File: config.mk
export PLATFORM = sky130hd
export DESIGN_NAME = mux_sel_ctrl
export DESIGN_NICKNAME = d
export VERILOG_FILES = /design/src/rtl/mux_sel_ctrl.sv
export SDC_FILE = /design/constraint.sdc
export NUM_CORES = 1
export LEC_CHECK = 0
export BUFFER_PORTS_ARGS = -buffer_cell sky130_fd_sc_hd__buf_2
export CAP_MARGIN = 20
export CORE_MARGIN = 8
export CORE_UTILIZATION = 50
export DETAILED_ROUTE_END_ITERATION = 16
export PLACE_DENSITY = 0.76
export SLEW_MARGIN = 5
export SYNTH_ARGS = -nofsm -noshare
export SYNTH_HDL_FRONTEND = slang
export SYNTH_SLANG_ARGS = --single-unit
File: constraint.sdc
create_clock -name clk -period 5.03 [get_ports clk]
set_clock_uncertainty 0.15 [all_clocks]
set_input_delay 1.006 -clock clk [delete_from_list [all_inputs] [get_ports clk]]
set_output_delay 1.006 -clock clk [all_outputs]
set_load 0.005 [all_outputs]
File: src/rtl/mux_sel_ctrl.sv
// Select-line generator for a downstream 2:1 mux: a debounced push-button toggles s in
// manual mode, and a free-running period counter toggles it in auto mode.
module mux_sel_ctrl #(
   parameter int DEB_CYCLES = 4,
   parameter int PERIOD     = 8,
   parameter int CNT_W      = 16
) (
   input  logic clk,
   input  logic rst_n,
   input  logic btn,
   input  logic auto_en,
   output logic s,
   output logic s_chg,
   output logic btn_db
);

   typedef enum logic [1:0] {IDLE, PRESS_CHK, HELD, REL_CHK} state_t;

   localparam logic [CNT_W-1:0] DEB_LAST = CNT_W'(DEB_CYCLES - 1);
   localparam logic [CNT_W-1:0] PER_LAST = CNT_W'(PERIOD - 1);
   localparam logic [CNT_W-1:0] CNT_ONE  = CNT_W'(1);

   state_t           state, state_next;
   logic [CNT_W-1:0] dc, dc_next;
   logic [CNT_W-1:0] pc, pc_next;
   logic             sync_q1, sync_q2;
   logic             press_ev, pc_wrap, toggle;

   // Two-flop synchroniser; only sync_q2 is allowed to reach the debounce FSM
   always_ff @(posedge clk or negedge rst_n) begin
      if (!rst_n) begin
         sync_q1 <= 1'b0;
         sync_q2 <= 1'b0;
      end else begin
         sync_q1 <= btn;
         sync_q2 <= sync_q1;
      end
   end

   always_ff @(posedge clk or negedge rst_n) begin
      if (!rst_n) begin
         state  <= IDLE;
         dc     <= '0;
         pc     <= '0;
         s      <= 1'b0;
         s_chg  <= 1'b0;
         btn_db <= 1'b0;
      end else begin
         state  <= state_next;
         dc     <= dc_next;
         pc     <= pc_next;
         s      <= s ^ toggle;
         s_chg  <= toggle;
         btn_db <= (state_next == HELD) || (state_next == REL_CHK);
      end
   end

   // A level change is accepted only after DEB_CYCLES consecutive agreeing samples
   always_comb begin
      state_next = state;
      dc_next    = dc;
      press_ev   = 1'b0;
      case (state)
         IDLE: begin
            if (sync_q2) begin
               if (DEB_CYCLES == 1) begin
                  state_next = HELD;
                  press_ev   = 1'b1;
               end else begin
                  state_next = PRESS_CHK;
                  dc_next    = CNT_ONE;
               end
            end
         end
         PRESS_CHK: begin
            if (!sync_q2) begin
               state_next = IDLE;
               dc_next    = '0;
            end else if (dc == DEB_LAST) begin
               state_next = HELD;
               dc_next    = '0;
               press_ev   = 1'b1;
            end else begin
               dc_next = dc + CNT_ONE;
            end
         end
         HELD: begin
            if (!sync_q2) begin
               if (DEB_CYCLES == 1) begin
                  state_next = IDLE;
               end else begin
                  state_next = REL_CHK;
                  dc_next    = CNT_ONE;
               end
            end
         end
         REL_CHK: begin
            if (sync_q2) begin
               state_next = HELD;
               dc_next    = '0;
            end else if (dc == DEB_LAST) begin
               state_next = IDLE;
               dc_next    = '0;
            end else begin
               dc_next = dc + CNT_ONE;
            end
         end
         default: begin
            state_next = IDLE;
            dc_next    = '0;
         end
      endcase
   end

   // In auto mode button presses are ignored, so at most one toggle source is live
   always_comb begin
      pc_wrap = auto_en && (pc == PER_LAST);
      pc_next = '0;
      if (auto_en && !pc_wrap) begin
         pc_next = pc + CNT_ONE;
      end
      toggle = auto_en ? pc_wrap : press_ev;
   end

endmodule

## Word level (Yosys, flattened, before mapping)

Cells that the tools add are included.

- Register bits: 39
- Input port bits: 4
- Output and inout port bits: 3
- Word-level logic and storage cells: 44

- Add/subtract/negate cells: 2
- Equality and inequality tests: 9
- Mux-type cells: 18
- Bitwise operators: 1
- Reductions and logical operators: 6

Operator list:

| operator | number |
|---|---|
| 2-to-1 mux 16 bit | 6 |
| one-hot mux 16 bit (4 select lines) | 1 |
| adder 16 x 1 -> 16 bit, second input constant | 2 |
| equality test 16 x 2 -> 1 bit, second input constant | 1 |
| equality test 16 x 3 -> 1 bit, second input constant | 1 |
| 2-to-1 mux 2 bit | 6 |
| equality test 2 bit, second input constant | 4 |
| one-hot mux 2 bit (4 select lines) | 1 |
| 2-to-1 mux 1 bit | 4 |
| != test 2 bit, second input constant | 2 |
| equality test 2 x 1 -> 1 bit, second input constant | 1 |
| logical AND 1 bit | 2 |
| zero test 2 bit | 1 |
| AND reduction 2 bit | 1 |
| zero test 1 bit | 1 |
| logical OR 1 bit | 1 |
| bitwise XOR 1 bit | 1 |

## Depth between registers and ports, before layout

- Word-level depth: 6
- Mapped depth: 8
- Depth with buffers taken out: 6

## Worst setup path after synthesis

Ideal clock, no wire load.

- Path type: reg2reg
- Start point: register dc[0]
- End point: register dc[8]
- Setup time: 0.124 ns
- Arrival: 1.606 ns
- Required time: 4.756 ns
- Setup slack: 3.150 ns
- Stages on the path, launching flop included: 9
- Path buffers: 2
- Clock period less this slack: 1.880 ns
- Cell sequence: dfrtp_1 -> ha_1 -> nor4b_2 -> nand4_1 -> and3_1 -> buf_2 -> buf_2 -> o211ai_1 -> nand2_1

- Word-level cells in the longest chain between the ends: 4
- Elaborated cells on any way between the ends: 6
- Those cells by class: add/sub (1); eq/ne (1); mux (4)

RTL lines:

| element | RTL line | source |
|---|---|---|
| start, declared | 24 | `logic [CNT_W-1:0] dc, dc_next;` |
| start signal, assigned | 50 | `dc <= dc_next;` |
| adder 16 x 1 -> 16 bit or equality test 16 x 2 -> 1 bit (tied branches) | - |  |
| 2-to-1 mux 16 bit (*) | 79, 101 |  |
| 2-to-1 mux 16 bit, on equally long branches | 98, 76 |  |
| one-hot mux 16 bit (4 select lines) (*) | 63 | `case (state)` |

Every way passes the cells marked *; elsewhere a longest branch is shown, timed or not.
A chain may end at the register's enable or synchronous reset.

## Worst setup path after layout

- Start point: register dc[0]
- End point: register dc[11]

The elaborated chain is that of the path after synthesis.

==> summary.md <==
| Metric | Value |
|---|---|
| Warnings, synthesis | `0` |
| Die width | `77.86 µm` |
| Via count | `1383` |
| Finished Cell Area | `0.002086 mm²` |
| Post CTS Setup Buffer Count | `0` |
| Min-delay src | `sync_q1$_DFF_PN0_` |
| Share of cells above drive strength 1 | `9.950%` |
| Critical Path Sink Type | `flop` |
| Register clock-pin slew on the reported worst setup and hold paths | `80 ps` |
| Peak VDD IR | `0.2781 mV` |
| Synth-to-layout area growth | `9.025%` |
| Worst reg2reg path endpoint | `dc[11]$_DFFE_PN0P_` |
| Setup repair after global routing missed its margin | `no` |
| #FFs+latches synth | `39` |
| Avg WL per Cell | `13.70 µm` |
| Wire length of the first global-routing pass | `5.934 mm` |
| Relative slew slack | `43.37%` |
| Slew @ Worst Pin | `849.4 ps` |
| Max Cap Viol | `0` |
| Worst endpoint data arrival time | `2260 ps` |
| Hold Crit Endpoint | `sync_q2$_DFF_PN0_` |
| Port-buffer cells | `6` |
| Avg Cell Area, Syn | `9.912 µm²` |
| Total negative slack | `0 ps` |
| CTS tree | `yes` |
| TritonRoute pass-1 iters | `4` |
| Grt total ovfl | `0` |
| Reg-to-reg slack, setup | `2830 ps` |
| CP Data Required Time | `5090 ps` |
| Detail Route Antenna Nets | `0` |
| XOR/XNOR Fraction of Synth Area | `8.698%` |
| # hold bufs at CTS | `0` |
| Initial drt markers | `89` |
| EDFF count, synth | `0` |
| DIE AREA | `0.006061 mm²` |
| Hold Path Class | `reg -> reg` |
| Drt total wl | `3.411 mm` |
| # clock sinks | `39` |
| Clock tree buffer depth | `2` |
| GP Congestion | `0.8377` |
| Die height | `77.86 µm` |
| Post-synth cell types | `37` |
| Via/cell ratio | `5.554` |
| Core area | `0.003661 mm²` |
| Mapped Area | `0.001913 mm²` |
| IO Pins | `7` |
| DRC Markers | `0` |
| Synth Flop Type | `dfrtp_1` |
| Hpwl dp | `2.280 mm` |
| Initial Utilization | `52.26%` |
| Cells on worst reg2reg path | `6` |
| Kind of critical path | `reg -> reg` |
| Final setup fails | `0` |
| Mapped Nets | `199` |
| Worst hold slack | `203.8 ps` |
| Layout Nets | `206` |
| Status | `completed` |
| Crit path max fanout | `18` |
| Tmin final | `2198 ps` |
| Std-Cell Rows | `22` |
| Sequential share of the synthesized area | `51.01%` |
| Max-slew violation count | `0` |
| Gate Count Post-Synth | `193` |
| Synth Area in Simple Gates | `25.51%` |
| PD cells | `385.8 mW/mm²` |
| Worst-Skew Late Latency | `290 ps` |
| Highest clock rate | `455.0 MHz` |
| Placed instance area | `0.001969 mm²` |
| CTS H-tree depth | `2` |
| Worst setup SP type | `flop` |
| Multiplexer area fraction after synthesis | `0.5886%` |
| Part of the cycle the worst path needs | `43.69%` |
| CTS root buffer | `clkbuf_8` |
| Final hold vios | `0` |
| Fraction of the mapped netlist area in compound gates | `9.941%` |
| Num CTS Buffers | `5` |
| Ant diodes | `0` |
| Leakage power | `0.9335 nW` |
| Largest net degree at the start of global routing | `40` |
| Overall Global Routing Usage | `11.98%` |
| Number of global-route vias before repair | `1271` |
| Worst hold path cell count | `0` |
| Initial antenna violation count | `0` |
| Largest family of logic cells by synthesized area | `simple AND/OR/NAND/NOR gates` |
| CTS resizes | `0` |
| Post-synth ARST share | `100.0%` |
| Adder-cell share of the synthesized area | `1.308%` |
| Reg2reg start | `dc[0]$_DFFE_PN0P_` |
## worst max-delay path by stage
stage                           start            endpoint  slack [ps]  cells past startpoint
finish              dc[0]$_DFFE_PN0P_  dc[11]$_DFFE_PN0P_        2830                      6
global route        dc[0]$_DFFE_PN0P_  dc[11]$_DFFE_PN0P_        2650                      6
global placement    dc[0]$_DFFE_PN0P_  dc[14]$_DFFE_PN0P_        2980                      6
CTS                 dc[0]$_DFFE_PN0P_  dc[11]$_DFFE_PN0P_        2870                      6
floorplan           dc[0]$_DFFE_PN0P_   dc[8]$_DFFE_PN0P_        3150                      8
detailed placement  dc[0]$_DFFE_PN0P_  dc[11]$_DFFE_PN0P_        2910                      6
## kinds of logic after synthesis
| kind of cell | after synthesis |
|---|---|
| compound gates | 28 |
| flops | 39 |
| mux | 1 |
| buf+inv | 12 |
| simple gates | 92 |
| xor+xnor | 19 |
| fa+ha+maj | 2 |
## state kept, by name, summed over array words and instances (netlist names)
signal,flops
s_chg,1
btn_db,1
pc,16
sync_q1,1
sync_q2,1
state,2
s,1
dc,16
## area by class of cell
cell class | count | area, µm²
fill | 323 | 1575
sequential | 39 | 975.9
multi-input combinational | 142 | 880.8
clock buffer | 5 | 68.82
tap | 48 | 60.06
clock inverter | 3 | 47.55
timing repair buffer | 6 | 30.03
inverter | 6 | 22.52
## placed cells by master (no fill, tap or decap), types with 2 or more instances in the layout
cell	Yosys	final
a21oi_1	8	8
a31oi_1	5	5
and3_1	9	9
and4_1	4	4
buf_2	3	6
clkbuf_8	0	5
dfrtp_1	39	39
ha_1	2	2
inv_1	6	6
nand2_1	16	16
nand2b_1	2	2
nand3_1	15	15
nand4_1	7	7
nor2_1	24	24
nor3_1	2	2
nor4_1	3	3
o211ai_1	2	2
o21ai_0	8	8
or3_1	2	2
xnor2_1	6	6
xor2_1	13	13
## cells in the mapped netlist (all sizes together) (2+ instances only)
library cell  instances  share of area, %
nor4                  4               1.6
or3                   2              0.65
ha                    2               1.3
o211ai                2              0.78
and4                  4               1.8
xnor2                 6               2.7
nand2b                2              0.65
nand4                 7               2.3
buf                   5               1.6
a31oi                 5               1.6
a21oi                 8               2.1
dfrtp                39                51
xor2                 13               6.0
nand3                15               3.9
o21ai                 8               2.1
nor3                  2              0.52
inv                   6               1.2
nand2                16               3.1
and3                  9               2.9
nor2                 24               4.7
or2                   2              0.79
## report_power, final
| part | switching (mW) | internal (mW) | leakage [nW] |
|---|---|---|---|
| Combinational | 0.105 | 0.0540 | 0.349 |
| Clock | 0.118 | 0.150 | 0.0587 |
| Sequential | 0.0325 | 0.346 | 0.526 |
## metrics by stage
stage | utilization (%) | power [mW] | cells | worst slack [ps]
after global routing | 56.97 | 0.8489 | 249 | 2652
after detailed placement | 53.79 | 0.5432 | 241 | 2915
after floorplan | - | 0.5047 | 193 | 3150
final | 56.97 | 0.8047 | 249 | 2832
after CTS | 56.97 | 0.8103 | 249 | 2868
after global placement | 53.79 | 0.5403 | 241 | 2982
## per-layer routing
layer	vias up	track usage [%]	share of wire, %
li1	698	-	-
met1	659	15.46	49
met2	21	18.30	46
met3	5	4.032	3.7
met4	0	4.151	1.1
met5	-	0	0
## critical path: stages (launching register included)
cell and delay (ps):
dfrtp_1 410, ha_1 270, nor4b_2 180, nand4_1 150, and3_1 560, o21ai_0 180
a31oi_1 210
Power figures use the tool's default switching activity.
